==> src/rtl/vga_scan_timer.sv <==
// 640x480@60 VGA scan timer: sync pulses, scan counters and 1/SCALE coordinates.
// Define VGA_SCAN_FRAME_TICK_EN to add the frame_tick output (one pulse at start of vblank).
module vga_scan_timer #(
    parameter int unsigned H_ACTIVE = 640,
    parameter int unsigned H_FRONT  = 16,
    parameter int unsigned H_SYNC   = 96,
    parameter int unsigned H_BACK   = 48,
    parameter int unsigned V_ACTIVE = 480,
    parameter int unsigned V_FRONT  = 10,
    parameter int unsigned V_SYNC   = 2,
    parameter int unsigned V_BACK   = 33,
    parameter int unsigned CLK_DIV  = 2,
    parameter int unsigned SCALE    = 10
) (
    input  logic       clk,
    input  logic       reset,
    output logic       pixel_tick,
    output logic       hsync,
    output logic       vsync,
    output logic       video_on,
    output logic [9:0] pixel_x,
    output logic [9:0] pixel_y,
    output logic [5:0] pixel_x_10,
    output logic [5:0] pixel_y_10
`ifdef VGA_SCAN_FRAME_TICK_EN
    ,
    output logic       frame_tick
`endif
);

    localparam int unsigned H_TOTAL = H_ACTIVE + H_FRONT + H_SYNC + H_BACK;
    localparam int unsigned V_TOTAL = V_ACTIVE + V_FRONT + V_SYNC + V_BACK;
    localparam int unsigned DIV_W   = (CLK_DIV > 1) ? $clog2(CLK_DIV) : 1;
    localparam int unsigned SUB_W   = (SCALE > 1) ? $clog2(SCALE) : 1;

    localparam logic [DIV_W-1:0] DIV_LAST   = DIV_W'(CLK_DIV - 1);
    localparam logic [SUB_W-1:0] SCALE_LAST = SUB_W'(SCALE - 1);
    localparam logic [9:0]       H_LAST     = 10'(H_TOTAL - 1);
    localparam logic [9:0]       V_LAST     = 10'(V_TOTAL - 1);
    localparam logic [9:0]       H_ACT      = 10'(H_ACTIVE);
    localparam logic [9:0]       V_ACT      = 10'(V_ACTIVE);
    localparam logic [9:0]       H_ACT_LAST = 10'(H_ACTIVE - 1);
    localparam logic [9:0]       V_ACT_LAST = 10'(V_ACTIVE - 1);
    localparam logic [9:0]       HS_START   = 10'(H_ACTIVE + H_FRONT);
    localparam logic [9:0]       HS_END     = 10'(H_ACTIVE + H_FRONT + H_SYNC);
    localparam logic [9:0]       VS_START   = 10'(V_ACTIVE + V_FRONT);
    localparam logic [9:0]       VS_END     = 10'(V_ACTIVE + V_FRONT + V_SYNC);

    logic [DIV_W-1:0] r_div;
    logic [9:0]       r_h;
    logic [9:0]       r_v;
    logic [SUB_W-1:0] r_sx;
    logic [SUB_W-1:0] r_sy;
    logic [5:0]       r_x10;
    logic [5:0]       r_y10;

    logic             w_tick;
    logic             w_line_wrap;
    logic [DIV_W-1:0] w_div_next;
    logic [9:0]       w_h_next;
    logic [9:0]       w_v_next;
    logic [SUB_W-1:0] w_sx_next;
    logic [SUB_W-1:0] w_sy_next;
    logic [5:0]       w_x10_next;
    logic [5:0]       w_y10_next;
    logic             w_hsync_next;
    logic             w_vsync_next;
    logic             w_video_on_next;

    assign w_tick     = (r_div == DIV_LAST);
    assign w_div_next = w_tick ? '0 : r_div + DIV_W'(1);

    // Scaled coordinates come from sub-counters that step alongside h/v,
    // so no divider is needed; they freeze on the last active pixel/line.
    always_comb begin
        w_h_next    = r_h;
        w_v_next    = r_v;
        w_sx_next   = r_sx;
        w_sy_next   = r_sy;
        w_x10_next  = r_x10;
        w_y10_next  = r_y10;
        w_line_wrap = 1'b0;
        if (w_tick) begin
            if (r_h == H_LAST) begin
                w_h_next    = '0;
                w_sx_next   = '0;
                w_x10_next  = '0;
                w_line_wrap = 1'b1;
                if (r_v == V_LAST) begin
                    w_v_next   = '0;
                    w_sy_next  = '0;
                    w_y10_next = '0;
                end else begin
                    w_v_next = r_v + 10'd1;
                    if (r_v < V_ACT_LAST) begin
                        if (r_sy == SCALE_LAST) begin
                            w_sy_next  = '0;
                            w_y10_next = r_y10 + 6'd1;
                        end else begin
                            w_sy_next = r_sy + SUB_W'(1);
                        end
                    end
                end
            end else begin
                w_h_next = r_h + 10'd1;
                if (r_h < H_ACT_LAST) begin
                    if (r_sx == SCALE_LAST) begin
                        w_sx_next  = '0;
                        w_x10_next = r_x10 + 6'd1;
                    end else begin
                        w_sx_next = r_sx + SUB_W'(1);
                    end
                end
            end
        end
    end

    assign w_hsync_next    = ~((w_h_next >= HS_START) && (w_h_next < HS_END));
    assign w_vsync_next    = ~((w_v_next >= VS_START) && (w_v_next < VS_END));
    assign w_video_on_next = (w_h_next < H_ACT) && (w_v_next < V_ACT);

    always_ff @(posedge clk) begin
        if (reset) begin
            r_div <= '0;
            r_h   <= '0;
            r_v   <= '0;
            r_sx  <= '0;
            r_sy  <= '0;
            r_x10 <= '0;
            r_y10 <= '0;
        end else begin
            r_div <= w_div_next;
            r_h   <= w_h_next;
            r_v   <= w_v_next;
            r_sx  <= w_sx_next;
            r_sy  <= w_sy_next;
            r_x10 <= w_x10_next;
            r_y10 <= w_y10_next;
        end
    end

    // Outputs load the same next-state values as the counters, keeping one epoch.
    always_ff @(posedge clk) begin
        if (reset) begin
            pixel_tick <= 1'b0;
            hsync      <= 1'b1;
            vsync      <= 1'b1;
            video_on   <= 1'b0;
            pixel_x    <= '0;
            pixel_y    <= '0;
            pixel_x_10 <= '0;
            pixel_y_10 <= '0;
        end else begin
            pixel_tick <= w_tick;
            hsync      <= w_hsync_next;
            vsync      <= w_vsync_next;
            video_on   <= w_video_on_next;
            pixel_x    <= w_h_next;
            pixel_y    <= w_v_next;
            pixel_x_10 <= w_x10_next;
            pixel_y_10 <= w_y10_next;
        end
    end

`ifdef VGA_SCAN_FRAME_TICK_EN
    always_ff @(posedge clk) begin
        if (reset) begin
            frame_tick <= 1'b0;
        end else begin
            frame_tick <= w_line_wrap && (r_v == V_ACT_LAST);
        end
    end
`endif

endmodule

==> config.mk <==
export PLATFORM = sky130hd
export DESIGN_NAME = vga_scan_timer
export DESIGN_NICKNAME = d
export VERILOG_FILES = /design/src/rtl/vga_scan_timer.sv
export SDC_FILE = /design/constraint.sdc
export NUM_CORES = 1
export LEC_CHECK = 0
export CAP_MARGIN = 15
export CORE_UTILIZATION = 43
export DETAILED_ROUTE_END_ITERATION = 16
export GPL_ROUTABILITY_DRIVEN = 0
export PLACE_DENSITY = 0.66
export SYNTH_ARGS = -nofsm -noshare
export SYNTH_HDL_FRONTEND = slang
export SYNTH_SLANG_ARGS = --single-unit
==> constraint.sdc <==
create_clock -name clk -period 2.4 [get_ports clk]
set_input_delay 0.24 -clock clk [delete_from_list [all_inputs] [get_ports clk]]
set_output_delay 0.24 -clock clk [all_outputs]
set_load 0.05 [all_outputs]
# Word-level counts from Yosys, hierarchy flattened
# Cells that the tools add are included.
# word_totals
input_bits,2
register_bits,45
elab_cells,61
# op_classes
bitwise,2
eq_ne,4
muxes,17
magnitude_cmp,8
reduce_logical,12
n_addsub,7
# ops
cell,count
10-bit 2-to-1 mux,5
6-bit 2-to-1 mux,6
10-bit less-than comparator (second input constant),3
10-bit by 9-bit less-than comparator with 1-bit output (second input constant),3
4-bit 2-to-1 mux,6
10-bit by 1-bit adder with 10-bit output (second input constant),2
10-bit == test (second input constant),2
6-bit by 1-bit adder with 6-bit output (second input constant),2
10-bit greater-or-equal comparator (second input constant),1
10-bit by 9-bit greater-or-equal comparator with 1-bit output (second input constant),1
4-bit by 1-bit adder with 4-bit output (second input constant),2
4-bit == test (second input constant),2
2-bit nonzero test,4
3-bit AND reduction,2
4-bit AND reduction,1
1-bit logical AND,3
1-bit NOT,2
2-bit AND reduction,1
2-bit OR reduction,1
1-bit adder (second input constant),1

# Longest topological paths before layout
# Gate-level depths: netlist of the first run.
# logic_depth
word_depth,7
mapped_depth,8
depth_no_buf,7

# Least setup slack after synthesis of the first run
# Ideal clock, no wire load.
# synth_timing
kind,reg2reg
startpoint,"register, netlist name pixel_x[0]"
endpoint,register vsync
setup_ps,129
n_path_buf,1
setup_slack_ps,-162
period_less_slack_ps,2562
arrival_time_ps,2432
stages_incl_launch_ff,7
path_cell_list,dfxtp_1 -> ha_1 -> clkbuf_1 -> nand4_1 -> or4_1 -> a211oi_2 -> nand4_1
# synth_rtl
item,line,source
to (signal assigned),156,vsync <= w_vsync_next;
to (decl),19,"output logic vsync,"

==> tab_implementation.tex, run 1 <==
\begin{tabular}{lr}
\hline
Metric & Value \\
\hline
\multicolumn{2}{l}{\textbf{Critical path}} \\
\quad Cell type of the slowest stage on the worst timing path & or4b\_4 \\
\quad Type of element capturing the critical path & flop \\
\quad CP Launch Type & flop \\
\quad RR Startpoint & pixel\_x[5] \\
\quad Data arrival time of the critical path & 2480 ps \\
\quad Critical Path, Cell by Cell & buf\_4 > or4b\_4 > o21ai\_4 > o221ai\_2 > or4b\_1 > a21oi\_1 \\
\quad Worst R2R Path Depth & 6 \\
\quad CP max FO & 11 \\
\quad Critical path class & flop to flop \\
\quad Reg2reg setup slack & 160 ps \\
\quad Peak per-stage delay on the critical path & 610 ps \\
\quad FF-to-FF End & pixel\_x\_10[2] \\
\quad Req. time, crit path & 2630 ps \\
\multicolumn{2}{l}{\textbf{Logic synthesis}} \\
\quad Most used flip-flop cell after synthesis & dfxtp\_1 \\
\quad Share of flip-flops with an asynchronous set or reset after synthesis & 0\% \\
\quad Count of mapped cells out of synthesis & 304 \\
\quad Sequential cell area fraction in the yosys report & 35.5\% \\
\quad Number of warnings issued by yosys & 0 \\
\quad Synthesized area & 2540 sq um \\
\quad Synthesized netlist net count & 315 \\
\quad Mapped Avg Cell Area & 8.34 sq um \\
\quad Distinct cell type count of the synthesized netlist & 57 \\
\quad FF+latch count, synth & 45 \\
\quad Post-synth EDFFs & 0 \\
\multicolumn{2}{l}{\textbf{Global route}} \\
\quad Remaining global-route overflow & 0 \\
\quad Number of antenna violations at the first check in global routing & 0 \\
\quad Largest net degree at the start of global routing & 27 \\
\quad Total global-route track usage & 20.1\% \\
\quad Global-route wire length before repair & 9850 um \\
\quad Via count of the first global-routing pass & 2043 \\
\multicolumn{2}{l}{\textbf{Drt}} \\
\quad Total via count in the routed design & 2441 \\
\quad Number of iterations in the first detailed-routing pass & 4 \\
\quad Count of routing violations after the opening detailed-route iteration & 226 \\
\quad Remaining DRCs & 0 \\
\quad Average detailed-routed wire length per instance & 14.5 um \\
\quad Number of antenna-violating nets in the routed design & 0 \\
\quad Mean number of vias per cell & 5.83 \\
\quad Routed wire length & 6070 um \\
\multicolumn{2}{l}{\textbf{Status}} \\
\quad Outcome & completed \\
\multicolumn{2}{l}{\textbf{Clock tree}} \\
\quad Deepest clock path buffer count & 2 \\
\quad Clock sink total & 45 \\
\quad Post-CTS Setup Bufs & 0 \\
\quad Clock root buffer master & clkbuf\_8 \\
\quad Number of levels the H-tree was split into & 2 \\
\quad Clock buffer count from CTS & 5 \\
\quad Clock tree from TritonCTS & yes \\
\quad Clock insertion delay at the later pin of the skew report & 300 ps \\
\quad Hold\_buf cts & 0 \\
\quad Clock-pin transition on the worst setup and hold timing paths & 90 ps \\
\multicolumn{2}{l}{\textbf{Cells and area}} \\
\quad Diodes inserted & 0 \\
\quad Post-route cell area & 3150 sq um \\
\quad Area growth from synthesis to layout & 24.4\% \\
\quad Final nets & 357 \\
\quad Fraction of final layout cells with drive strength greater than 1 & 11.0\% \\
\quad Final cell count without fillers & 419 \\
\multicolumn{2}{l}{\textbf{Floorplanning}} \\
\quad Vertical die dimension & 78.8 um \\
\quad I/O pins & 38 \\
\quad Starting density of the core & 45.2\% \\
\quad Die boundary width & 78.8 um \\
\quad Area enclosed by the die boundary & 6210 sq um \\
\quad Core area & 5610 sq um \\
\quad Site row count & 27 \\
\multicolumn{2}{l}{\textbf{STA}} \\
\quad Worst Max-Slew Pin Slew & 502 ps \\
\quad Fmax achieved & 446 MHz \\
\quad Worst-case headroom to the max-slew limit & 66.5\% \\
\quad Final period utilization & 93.5\% \\
\quad Clock skew & 11.1 ps \\
\quad Final setup viols & 0 \\
\quad Unrepaired setup endpoints after global routing & false \\
\quad Hold Vio Cnt, Final & 0 \\
\quad Final Critical Period & 2240 ps \\
\quad Final slew viol count & 0 \\
\quad Summed negative setup slack over all endpoints & 0 ps \\
\quad Worst-case setup margin in the final layout & 157 ps \\
\multicolumn{2}{l}{\textbf{Run}} \\
\quad MaxCap Viol Count & 0 \\
\multicolumn{2}{l}{\textbf{Hold path}} \\
\quad Critical hold path startpoint & pixel\_x\_10[5] \\
\quad Number of cells on the worst hold path & 2 \\
\quad Capture endpoint of the worst hold path & pixel\_x\_10[5] \\
\quad Worst hold-check path type & flop to flop \\
\multicolumn{2}{l}{\textbf{Place}} \\
\quad Number of buffers added on ports & 37 \\
\quad Pre-CTS setup slack & 186 ps \\
\quad Standard cell area after detailed placement & 3050 sq um \\
\quad Placed instance count & 411 \\
\quad Detailed placement HPWL & 4280 um \\
\multicolumn{2}{l}{\textbf{Pwr}} \\
\quad Power per Cell Area & 432 nW/um\^{}2 \\
\quad Maximum ir drop on the vdd rail & 0.191 mV \\
\quad Leakage component of the power & 1.05 nW \\
\hline
\end{tabular}
-- layer usage --
| layer | track usage (%) | up-vias | part of all wire (%) |
|---|---|---|---|
| met5 | 0 | - | 0 |
| met4 | 5.56 | 0 | 0.63 |
| met3 | 3.79 | 4 | 5.1 |
| met2 | 30.9 | 79 | 44 |
| met1 | 28.3 | 1133 | 51 |
| li1 | - | 1225 | - |
-- worst max-delay path: cells and delay by family, from the launching register on --
| kind | cells | cell delay (ps) |
|---|---|---|
| buffers and inverters | 1 | 160 |
| DFF | 1 | 320 |
| AOI/OAI and AO/OA | 3 | 580 |
| and+or+nand+nor | 2 | 1110 |
-- final cells by class --
class | count | area [sq um]
fillers | 528 | 2450
multi-input cells | 231 | 1520
flip-flops and latches | 45 | 908
repair buffers | 54 | 510
well taps | 72 | 90.1
clock buffers | 6 | 82.6
inverters | 9 | 33.8
clock inverters | 2 | 13.8
-- flip-flops by register name, summed over array words and instances (netlist names) --
register    count
r_div           1
pixel_x_10      6
r_sy            4
hsync           1
vsync           1
pixel_tick      1
pixel_y        10
pixel_y_10      6
r_sx            4
pixel_x        10
video_on        1
-- cell usage in the layout (no fill, tap or decap), types with 12 or more instances in the layout --
cell type | Yosys | final
nand3_1 | 18 | 18
xnor2_1 | 12 | 12
o21ai_0 | 12 | 12
nor2_1 | 32 | 32
clkdlybuf4s50_1 | 0 | 37
nand4_1 | 14 | 14
buf_4 | 0 | 16
a21oi_1 | 20 | 20
nand2_1 | 16 | 16
dfxtp_1 | 45 | 39
-- repair_timing --
action                                  in CTS  in global routing
endpoints found under the setup margin       0                  1
resized for setup                            0                  1
hold endpoints to repair                     0                  0
-- cells in the mapped netlist, types with 2 or more instances --
library cell	number	area [sq um]
nor4b_1	2	17.5
a31oi_1	3	18.8
xnor2_1	12	105
a211oi_1	10	75.1
o21ai_1	2	10.0
a21oi_1	20	100
and3_1	4	25.0
a22oi_1	2	15.0
nand3b_1	2	15.0
nand2b_1	2	12.5
nor3_1	5	25.0
nand2_1	16	60.1
o31ai_1	3	22.5
clkbuf_1	13	48.8
nor4_1	3	18.8
inv_1	9	33.8
o2bb2ai_1	2	17.5
buf_6	2	22.5
nand3_1	18	90.1
dfxtp_1	45	901
a21o_1	3	22.5
and2_1	2	12.5
and4_1	5	43.8
buf_2	4	20.0
xor2_1	6	52.6
o22ai_1	2	12.5
or4_1	8	60.1
nand4_1	14	87.6
ha_1	9	113
nor2_1	32	120
o21ai_0	12	60.1
or3_1	4	25.0
o41ai_1	2	17.5
o211ai_1	3	22.5
-- worst max path at each step --
stage | from | endpoint | slack (ps) | cells after the start
detailed placement | pixel_x[5] | vsync | 190 | 6
global placement | pixel_x[0] | pixel_x_10[2] | 200 | 7
CTS | pixel_x[5] | pixel_x_10[2] | 160 | 6
floorplan | pixel_x[6] | pixel_x_10[2] | 10 | 7
global route | pixel_x[5] | vsync | 20 | 6
finish | pixel_x[5] | pixel_x_10[2] | 160 | 6
-- logic make-up (layout without fill, tap and decap cells) --
family / after synthesis / after routing / synth area share [%]
AO/OA/AOI/OAI: 76 / 76 / 20.5
XOR/XNOR: 18 / 18 / 6.22
adder cells (fa/ha/maj): 9 / 9 / 4.44
buffers and inverters: 28 / 71 / 4.93
flip-flops: 45 / 45 / 35.5
multiplexers: 1 / 1 / 0.395
AND/OR/NAND/NOR: 127 / 127 / 28.0
-- through the flow --
step	total power [mW]	utilization, %	hold slack, ps
5_1_grt	1.43	56.2	514
4_1_cts	1.38	56.2	498
6_report	1.36	56.2	497
3_3_place_gp	0.876	54.4	479
2_1_floorplan	0.845	-	472
3_5_place_dp	0.877	54.4	483
-- where the power goes --
group	total [mW]	internal, mW	switching [mW]
clock network	0.504	0.234	0.270
logic	0.0892	0.0326	0.0566
registers	0.771	0.758	0.0126
(Power assumes the default switching activity.)
==> inputs of run 2 (changes only) <==
--- a/config.mk
+++ b/config.mk
@@ -6,6 +6,7 @@
 export NUM_CORES = 1
 export LEC_CHECK = 0
 export CAP_MARGIN = 15
+export CORE_ASPECT_RATIO = 1.25
 export CORE_UTILIZATION = 43
 export DETAILED_ROUTE_END_ITERATION = 16
 export GPL_ROUTABILITY_DRIVEN = 0
==> tab_implementation.tex, run 2 (synthesis results as in run 1) <==
\begin{tabular}{lr}
\hline
Metric & Value \\
\hline
\multicolumn{2}{l}{\textbf{Floorplanning}} \\
\quad I/O pins & 38 \\
\quad Die boundary width & 70.7 um \\
\quad Vertical die dimension & 87.9 um \\
\quad Area enclosed by the die boundary & 6210 sq um \\
\quad Starting density of the core & 45.7\% \\
\quad Core area & 5560 sq um \\
\quad Site row count & 30 \\
\multicolumn{2}{l}{\textbf{Place}} \\
\quad Standard cell area after detailed placement & 3050 sq um \\
\quad Detailed placement HPWL & 4480 um \\
\quad Pre-CTS setup slack & 148 ps \\
\quad Number of buffers added on ports & 37 \\
\multicolumn{2}{l}{\textbf{Pwr}} \\
\quad Maximum ir drop on the vdd rail & 0.237 mV \\
\quad Switching share of total power & 23.3\% \\
\quad Power per Cell Area & 463 nW/um\^{}2 \\
\quad Switching component of the power & 0.342 mW \\
\quad Internal & 1.13 mW \\
\quad Portion of total power attributed to combinational logic & 5.8\% \\
\quad Share of power burned in the clock network & 41.8\% \\
\quad Relative contribution of sequential cells to total power & 52.5\% \\
\quad Leakage component of the power & 1.05 nW \\
\multicolumn{2}{l}{\textbf{Critical path}} \\
\quad Peak per-stage delay on the critical path & 520 ps \\
\quad CP max FO & 6 \\
\quad Critical Path, Cell by Cell & ha\_1 > and4\_1 > a311oi\_1 > buf\_4 > o21ai\_1 > or4\_1 > a31oi\_1 \\
\quad Type of element capturing the critical path & flop \\
\quad Cell type of the slowest stage on the worst timing path & or4\_1 \\
\quad RR Startpoint & pixel\_x[0] \\
\quad Req. time, crit path & 2630 ps \\
\quad Data arrival time of the critical path & 2520 ps \\
\quad CP Launch Type & flop \\
\quad Critical path class & flop to flop \\
\quad Timing startpoint of the critical path & pixel\_x[0] \\
\multicolumn{2}{l}{\textbf{Global route}} \\
\quad Via count of the first global-routing pass & 2364 \\
\quad Total global-route track usage & 21.4\% \\
\quad Global-route wire length before repair & 10700 um \\
\quad Remaining global-route overflow & 0 \\
\quad Largest net degree at the start of global routing & 28 \\
\quad Number of antenna violations at the first check in global routing & 0 \\
\multicolumn{2}{l}{\textbf{Drt}} \\
\quad Number of antenna-violating nets in the routed design & 0 \\
\quad Number of iterations in the first detailed-routing pass & 10 \\
\quad Routed wire length & 6220 um \\
\quad Total via count in the routed design & 2451 \\
\quad Average detailed-routed wire length per instance & 15.1 um \\
\quad Remaining DRCs & 4 \\
\quad Mean number of vias per cell & 5.95 \\
\quad Count of routing violations after the opening detailed-route iteration & 143 \\
\multicolumn{2}{l}{\textbf{Cells and area}} \\
\quad Post-route cell area & 3170 sq um \\
\quad Top Registers & pixel\_x: 10 flops, pixel\_y: 10 flops \\
\quad Final nets & 358 \\
\quad Diodes inserted & 0 \\
\quad Leading cell types in the layout, fill and taps excluded & 39 x dfxtp\_1, 37 x clkdlybuf4s50\_1, 32 x nor2\_1 \\
\quad Most common library cell in the layout ignoring fill and taps & dfxtp\_1 \\
\quad Fraction of final layout cells with drive strength greater than 1 & 10.9\% \\
\quad Area growth from synthesis to layout & 25.0\% \\
\multicolumn{2}{l}{\textbf{Hold path}} \\
\quad Critical hold path startpoint & pixel\_x\_10[5] \\
\quad Worst hold-check path type & flop to flop \\
\multicolumn{2}{l}{\textbf{STA}} \\
\quad Clock skew & 6.97 ps \\
\quad Worst-case headroom to the max-slew limit & 64.8\% \\
\quad Final period utilization & 95.6\% \\
\quad Worst-case setup margin in the final layout & 106 ps \\
\quad Final setup viols & 0 \\
\quad Final Critical Period & 2290 ps \\
\quad Unrepaired setup endpoints after global routing & false \\
\quad Worst Hold Margin & 484 ps \\
\quad Summed negative setup slack over all endpoints & 0 ps \\
\quad Worst Max-Slew Pin Slew & 526 ps \\
\quad Final slew viol count & 0 \\
\quad Fmax achieved & 436 MHz \\
\quad Hold Vio Cnt, Final & 0 \\
\multicolumn{2}{l}{\textbf{Run}} \\
\quad MaxCap Viol Count & 0 \\
\multicolumn{2}{l}{\textbf{Clock tree}} \\
\quad Clock insertion delay at the later pin of the skew report & 300 ps \\
\quad Post-CTS Setup Bufs & 0 \\
\quad Deepest clock path buffer count & 2 \\
\quad Clock sink total & 45 \\
\quad Hold\_buf cts & 0 \\
\quad Number of gates resized after CTS & 0 \\
\quad Clock-pin transition on the worst setup and hold timing paths & 90 ps \\
\quad Clock tree from TritonCTS & yes \\
\quad Clock buffer count from CTS & 5 \\
\quad Clock root buffer master & clkbuf\_8 \\
\quad Number of levels the H-tree was split into & 2 \\
\multicolumn{2}{l}{\textbf{Status}} \\
\quad Violated checks & DRC \\
\quad Outcome & finished, violations left \\
\hline
\end{tabular}
[run 2: cell count changes in the layout (fill, tap and decap cells not counted), sizes merged]
cell      before  now
bufinv         0    1
clkinv         2    0
clkinvlp       0    1
buf           17   18
[run 2: metrics by stage]
stage / total power [mW] / util (%) / std cells
5_1_grt: 1.52 / 57.1 / 412
6_report: 1.47 / 57.1 / 412
4_1_cts: 1.48 / 57.1 / 412
3_3_place_gp: 0.872 / 54.9 / 404
2_1_floorplan: 0.845 / - / 304
3_5_place_dp: 0.874 / 54.9 / 404
[run 2: path summary, 6_finish.rpt]
path	slack, ps	depth (start not counted)	to
max	110	7	pixel_x_10[3]
min	480	2	pixel_x_10[5]
min reg2reg	480	2	pixel_x_10[5]
max reg2reg	110	7	pixel_x_10[3]
[run 2: power by group through the flow]
stage / sequential, mW / combinational, mW / clock [mW]
after floorplan: 0.809 / 0.0367 / 0
after global placement: 0.787 / 0.0848 / 0
after detailed placement: 0.788 / 0.0855 / 0
after CTS: 0.771 / 0.0855 / 0.628
after global routing: 0.774 / 0.0917 / 0.656
final: 0.771 / 0.0846 / 0.614
[run 2: critical path, delay by kind of cell, from the launching register on]
| family | cells | cell delay [ps] |
|---|---|---|
| fa+ha+maj | 1 | 270 |
| compound gates | 3 | 640 |
| flops | 1 | 360 |
| simple gates | 2 | 750 |
| buf+inv | 1 | 200 |
[run 2: area by class of cell]
cell class | instances | area (sq um)
multi-input combinational | 231 | 1510
timing repair buffer | 55 | 518
tap | 64 | 80.1
sequential | 45 | 908
fill | 535 | 2380
clock buffer | 6 | 82.6
clock inverter | 2 | 37.5
inverter | 9 | 33.8
[run 2: metal layers]
metal	up-vias	track usage, %	part of all wire [%]
met4	0	6.55	1.2
li1	1222	-	-
met2	67	40.1	51
met3	9	3.45	4.3
met1	1153	24.9	43
met5	-	0	0
==> inputs of run 3 (changes only) <==
--- a/config.mk
+++ b/config.mk
@@ -8,6 +8,7 @@
 export CAP_MARGIN = 15
 export CORE_ASPECT_RATIO = 1.25
 export CORE_UTILIZATION = 43
+export CTS_CLUSTER_SIZE = 10
 export DETAILED_ROUTE_END_ITERATION = 16
 export GPL_ROUTABILITY_DRIVEN = 0
 export PLACE_DENSITY = 0.66
==> results of run 3 <==
No change in the layout: final DEF, timing and power equal those of run 2.
